<file path="src/rtl/if_stage_pkg.sv">
// Shared encodings for the fetch stage: next-PC selects, fetch FSM states and the NOP word.
`timescale 1ns/1ps
package if_stage_pkg;
  typedef enum logic [1:0] {
    PC_NEXT   = 2'd0,
    PC_JUMP   = 2'd1,
    PC_JR     = 2'd2,
    PC_BRANCH = 2'd3
  } pc_src_t;

  typedef enum logic [1:0] {
    F_IDLE = 2'd0,
    F_REQ  = 2'd1,
    F_HOLD = 2'd2
  } fetch_state_t;

  localparam logic [31:0] INST_NOP = 32'h0000_0000;
endpackage

</file>
<file path="src/rtl/if_next_pc.sv">
// Combinational redirect target and next-PC select; zero latency, no flow control.
`timescale 1ns/1ps
module if_next_pc
  import if_stage_pkg::*;
(
  input  logic [31:0] pc,
  input  logic [31:0] id_pc,
  input  logic [31:0] id_inst,
  input  logic [1:0]  pc_src,
  input  logic [31:0] jr_data,
  input  logic        redirect,
  input  logic        redir_pend,
  input  logic [31:0] redir_tgt,
  output logic [31:0] target,
  output logic [31:0] next_pc
);
  logic [31:0] seq;
  logic [31:0] br_off;
  logic        unused_bits;

  assign seq         = id_pc + 32'd4;
  assign br_off      = {{14{id_inst[15]}}, id_inst[15:0], 2'b00};
  assign unused_bits = ^{id_inst[31:26], jr_data[1:0]};

  always_comb begin
    target = seq;
    case (pc_src_t'(pc_src))
      PC_BRANCH: target = seq + br_off;
      PC_JUMP:   target = {seq[31:28], id_inst[25:0], 2'b00};
      PC_JR:     target = {jr_data[31:2], 2'b00};
      default:   target = seq;
    endcase
  end

  // A redirect seen in the same cycle as the delay slot completes wins over a stale pending one.
  always_comb begin
    next_pc = pc + 32'd4;
    if (redirect)
      next_pc = target;
    else if (redir_pend)
      next_pc = redir_tgt;
  end
endmodule

</file>
<file path="src/rtl/if_stage.sv">
// MIPS IF stage: PC, req/ack fetch FSM with hold buffer, IF/ID register; 1 instr/cycle at zero wait.
// Stalls on if_en&id_en low (ack parked in F_HOLD); optional IF_PERF_CNT_EN adds perf counters.
`timescale 1ns/1ps
module if_stage
  import if_stage_pkg::*;
#(
  parameter logic [31:0] RESET_PC = 32'h0000_0000
) (
  input  logic        clk,
  input  logic        rst_n,
  input  logic        if_en,
  input  logic        id_en,
  input  logic        id_rst,
  input  logic [1:0]  pc_src,
  input  logic [31:0] jr_data,
  output logic        imem_req,
  output logic [31:0] imem_addr,
  input  logic        imem_ack,
  input  logic [31:0] imem_rdata,
  output logic        id_valid,
  output logic [31:0] id_pc,
  output logic [31:0] id_inst,
  output logic        fetch_stall
`ifdef IF_PERF_CNT_EN
  ,
  output logic [31:0] perf_fetch_cnt,
  output logic [31:0] perf_wait_cnt
`endif
);
  fetch_state_t state, state_nxt;
  logic [31:0]  pc, redir_tgt, hold_inst, target, next_pc;
  logic         redir_pend;
  logic         accept, redirect, load_mem, load_hold, complete, bubble;

  assign accept    = if_en & id_en;
  assign redirect  = accept & id_valid & (pc_src != PC_NEXT);
  assign load_mem  = (state == F_REQ) & imem_ack & accept;
  assign load_hold = (state == F_HOLD) & accept;
  assign complete  = load_mem | load_hold;
  assign bubble    = (state == F_REQ) & ~imem_ack & accept;
  assign imem_addr = pc;

  if_next_pc u_next_pc (
    .pc         (pc),
    .id_pc      (id_pc),
    .id_inst    (id_inst),
    .pc_src     (pc_src),
    .jr_data    (jr_data),
    .redirect   (redirect),
    .redir_pend (redir_pend),
    .redir_tgt  (redir_tgt),
    .target     (target),
    .next_pc    (next_pc)
  );

  always_ff @(posedge clk or negedge rst_n) begin
    if (!rst_n) state <= F_IDLE;
    else        state <= state_nxt;
  end

  always_comb begin
    state_nxt = state;
    imem_req  = 1'b0;
    case (state)
      F_IDLE: state_nxt = F_REQ;
      F_REQ: begin
        imem_req = 1'b1;
        if (imem_ack && !accept) state_nxt = F_HOLD;
      end
      F_HOLD: if (accept) state_nxt = F_REQ;
      default: state_nxt = F_IDLE;
    endcase
  end

  always_ff @(posedge clk or negedge rst_n) begin
    if (!rst_n) begin
      pc         <= RESET_PC;
      redir_pend <= 1'b0;
      redir_tgt  <= 32'h0;
      hold_inst  <= INST_NOP;
    end else begin
      if (complete) begin
        pc         <= next_pc;
        redir_pend <= 1'b0;
      end else if (redirect) begin
        redir_pend <= 1'b1;
        redir_tgt  <= target;
      end
      if ((state == F_REQ) && imem_ack && !accept) hold_inst <= imem_rdata;
    end
  end

  // id_rst flushes ID but the fetch itself still completes and advances pc.
  always_ff @(posedge clk or negedge rst_n) begin
    if (!rst_n) begin
      id_valid    <= 1'b0;
      id_pc       <= 32'h0;
      id_inst     <= INST_NOP;
      fetch_stall <= 1'b0;
    end else begin
      fetch_stall <= bubble & ~id_rst;
      if (id_rst) begin
        id_valid <= 1'b0;
      end else if (load_mem) begin
        id_valid <= 1'b1;
        id_pc    <= pc;
        id_inst  <= imem_rdata;
      end else if (load_hold) begin
        id_valid <= 1'b1;
        id_pc    <= pc;
        id_inst  <= hold_inst;
      end else if (bubble) begin
        id_valid <= 1'b0;
      end
    end
  end

`ifdef IF_PERF_CNT_EN
  always_ff @(posedge clk or negedge rst_n) begin
    if (!rst_n) begin
      perf_fetch_cnt <= 32'h0;
      perf_wait_cnt  <= 32'h0;
    end else begin
      if (complete && !id_rst) perf_fetch_cnt <= perf_fetch_cnt + 32'd1;
      if (fetch_stall)         perf_wait_cnt  <= perf_wait_cnt + 32'd1;
    end
  end
`endif
endmodule

</file>
<file path="config.mk">
export PLATFORM = sky130hd
export DESIGN_NAME = if_stage
export DESIGN_NICKNAME = d
export VERILOG_FILES = /design/src/rtl/if_stage_pkg.sv /design/src/rtl/if_next_pc.sv /design/src/rtl/if_stage.sv
export SDC_FILE = /design/constraint.sdc
export NUM_CORES = 1
export LEC_CHECK = 0
export BUFFER_PORTS_ARGS = -buffer_cell sky130_fd_sc_hd__buf_2
export CAP_MARGIN = 20
export CELL_PAD_IN_SITES_DETAIL_PLACEMENT = 0
export CELL_PAD_IN_SITES_GLOBAL_PLACEMENT = 2
export CORE_MARGIN = 2
export CORE_UTILIZATION = 38
export DETAILED_ROUTE_END_ITERATION = 8
export PLACE_DENSITY = 0.95
export SYNTH_ARGS = -nofsm -noshare
export SYNTH_HDL_FRONTEND = slang
export SYNTH_SLANG_ARGS = --single-unit
export TNS_END_PERCENT = 30
</file>
<file path="constraint.sdc">
create_clock -name clk -period 6 [get_ports clk]
set_clock_uncertainty 0.2 [all_clocks]
set_input_delay 1.5 -clock clk [delete_from_list [all_inputs] [get_ports clk]]
set_output_delay 1.5 -clock clk [all_outputs]
set_load 0.02 [all_outputs]
</file>
==> run metrics <==
Syn Nets=1,235; die area=0.02908 sq mm; # hold bufs at CTS=0; Gate power share=0.526; # nets final=1,377; top cell type's share of synthesized area=0.3919; Iteration-0 DRC Markers=536; Clk network pwr share=0.156; post-layout util=0.4543; first-pass GRT wire length=49,700 microns; pre-CTS setup slack=1.263 ns; RR Startpoint=id_pc[5]; worst endpoint required time=6.11 ns; CTS Buf Count=17; all-layer global routing usage=0.2222; Area contributors post-synth=dfrtp_1 39%, mux2_2 7.5%, mux2i_1 4.9%, a21oi_1 4.9%, nand2_1 4.8%; Hold Path Sink=redir_tgt[20]; Layout area overhead=16.85%; deepest clock path buffer count=2; HPWL after DPL=23,450 microns; prevailing post-synth register cell=dfrtp_1; vias=8,919; status=complete, no violations; core area=0.02710 sq mm; DP Cell Count=1,622; clk sink count=165; pin count of the biggest net entering global routing=98; CTS H-tree lvls=4; Flop pwr share=0.318; Slew Viols, Final=0; Post-CTS Setup Inserts=0; Tcrit/Tclk final=0.7878; startpoint types=register; Starting Density=0.3888; final non-filler cell total=1,654; Hold Crit Start=redir_tgt[20]; R2R Setup Slk=1.27 ns; drt pass-1 iters=5; Total Power=6.842 mW; post-layout min period=4.727 ns; Ports=171; max cap viols=0; final hold slack=0.2762 ns; Max stage delay on crit path=0.47 ns; antenna-violating nets left=0; count of flip-flops with a built-in enable after synthesis=0; Worst path slowest cell=dfrtp_1; DRT Wirelength=31,740 microns; placer's final routability congestion estimate=0.8727; RSZ-0062 raised after global routing=false; TritonCTS clock tree=yes; CTS root buf=clkbuf_16; Yosys top cell by area=dfrtp_1; worst-skew pair later-pin latency=0.43 ns; Reg2Reg Capture Point=imem_addr[29]; Hold Path Stages=2; die span in y=170.5 microns; IO buf count=168; mapped cell area=0.01054 sq mm; gr ovfl total=0; Die Span X=170.5 microns; vias per cell=5.392; cell area power density=555.7 mW/mm^2; number of global-route vias before repair=8,632; worst-margin pin slew=1.059 ns; Yosys warnings=0; initial antenna violation count=4; CP endpoint kind=register; post-synthesis cell type count=75; Clock Pin Slew Worst Setup and Hold Paths=0.07 ns; Lkg Pwr=5.770 nW; sw frac=0.4608; Avg Synthesized Cell Area=9.349 sq um; type of the worst setup path=reg2reg; fmax=0.2116 GHz; Peak VDD IR=0.0002326 V; num rows=60; final worst slack=1.273 ns; r2r worst-path depth=16; CP max FO=7; Post-synth ARST share=1.000; Int Power=3.689 mW; CTS resizes=0; Fin Setup TNS=0 ns; Post-route DRC=0; cell count after synthesis=1,127; register area share after synthesis=0.3919; Max-Slew Margin vs Limit=0.2923; origin of the worst setup path=id_pc[5]; Final Instance Area=0.01231 sq mm; Switch Pwr=3.153 mW; Yosys reg bits=165; Critical Path, Cell by Cell=nand4_2, nor4_2, and2_1, and2_1, nand2_1, xnor2_1, ha_1, and4_1, nand2_1, a2bb2oi_1, o31ai_4, or3_4, a31oi_4, mux2i_1, nand3_1, a32o_1; Final Setup Violations=0; HP Class=reg2reg; dpl cell area=0.01176 sq mm; wire per inst=19.19 microns; final hold violation count=0; Worst EP arrival=4.84 ns; fraction of layout cells with a size suffix above 1=0.2500
layout make-up:
cell class	instances	area, sq um
diodes	2	5.005
clock buffers	17	425.4
clock inverters	13	125.1
fillers	2667	14790
inverters	19	71.32
multi-input cells	884	6101
flip-flops and latches	165	4129
well taps	372	465.4
repair buffers	182	989.7
synthesized netlist by cell type, types with 18 or more instances:
| library cell | number |
|---|---|
| dfrtp_1 | 165 |
| nand2_1 | 135 |
| nor2_1 | 104 |
| a21oi_1 | 103 |
| mux2_2 | 70 |
| o21ai_0 | 60 |
| mux2i_1 | 52 |
| xnor2_1 | 46 |
| clkbuf_1 | 40 |
| ha_1 | 35 |
| nand3_1 | 35 |
| xor2_1 | 26 |
| inv_1 | 18 |
worst max-delay path: cells and delay by family, from the launching register on:
kind | cells | cell delay (ns)
fa+ha+maj | 1 | 0.36
simple gates | 9 | 2.20
xor+xnor | 1 | 0.32
compound gates | 4 | 0.86
mux | 1 | 0.20
flops | 1 | 0.47
routing by layer:
metal / GRT usage / vias to the layer above / wire, microns
met5: 0 / - / 14
met4: 0.04311 / 4 / 358
met3: 0.04210 / 27 / 1913
met2: 0.3512 / 251 / 14320
met1: 0.3190 / 4297 / 15130
li1: - / 4340 / -
sequential cells by signal, indices dropped and copies added (netlist names):
register / count
id_pc: 32
id_valid: 1
redir_tgt: 32
fetch_stall: 1
imem_addr: 32
hold_inst: 32
redir_pend: 1
state: 2
id_inst: 32
cell families (layout without fill, tap and decap cells):
group | after synthesis | in the layout | synth area share
flops | 165 | 165 | 0.3919
fa+ha+maj | 36 | 36 | 0.04346
other cells | 0 | 2 | 0
simple gates | 362 | 362 | 0.1615
xor+xnor | 73 | 73 | 0.06140
mux | 132 | 132 | 0.1456
buf+inv | 78 | 231 | 0.02981
compound gates | 281 | 281 | 0.1664
layout by cell type, fill, tap and decap left out, types with 4 or more instances in the layout:
cell type,instances
a211oi_1,5
a21o_1,17
a21oi_1,103
a221o_1,4
a31oi_1,12
and2_1,9
and3_1,10
and4_1,4
buf_2,167
buf_4,11
clkbuf_16,17
clkinvlp_4,4
dfrtp_1,165
ha_1,35
inv_1,18
mux2_2,70
mux2i_1,52
mux4_2,10
nand2_1,135
nand3_1,35
nand4_1,14
nor2_1,103
nor2b_1,11
nor3_1,7
nor4_1,5
o211ai_1,7
o21a_1,6
o21ai_0,60
o21ai_1,15
o21bai_1,4
o221ai_1,4
o22ai_1,8
o31ai_1,6
or2_2,6
or3_1,6
xnor2_1,46
xor2_1,26
power by group through the flow:
stage	clock, mW	sequential [mW]	combinational [mW]
after floorplan	0	2.35	2.32
after global placement	0	2.16	3.53
after detailed placement	0	2.18	3.57
after CTS	1.09	2.17	3.59
after global routing	1.13	2.25	3.98
final	1.07	2.18	3.60
worst max path at each step:
stage / cells past startpoint / endpoint / slack, ns
floorplan: 17 / imem_addr[29] / 1.79
global placement: 16 / imem_addr[29] / 1.31
detailed placement: 16 / imem_addr[29] / 1.26
CTS: 16 / imem_addr[29] / 1.24
global route: 16 / imem_addr[29] / 1.03
finish: 16 / imem_addr[29] / 1.27
Note: power is estimated with default switching activity, not from simulation.
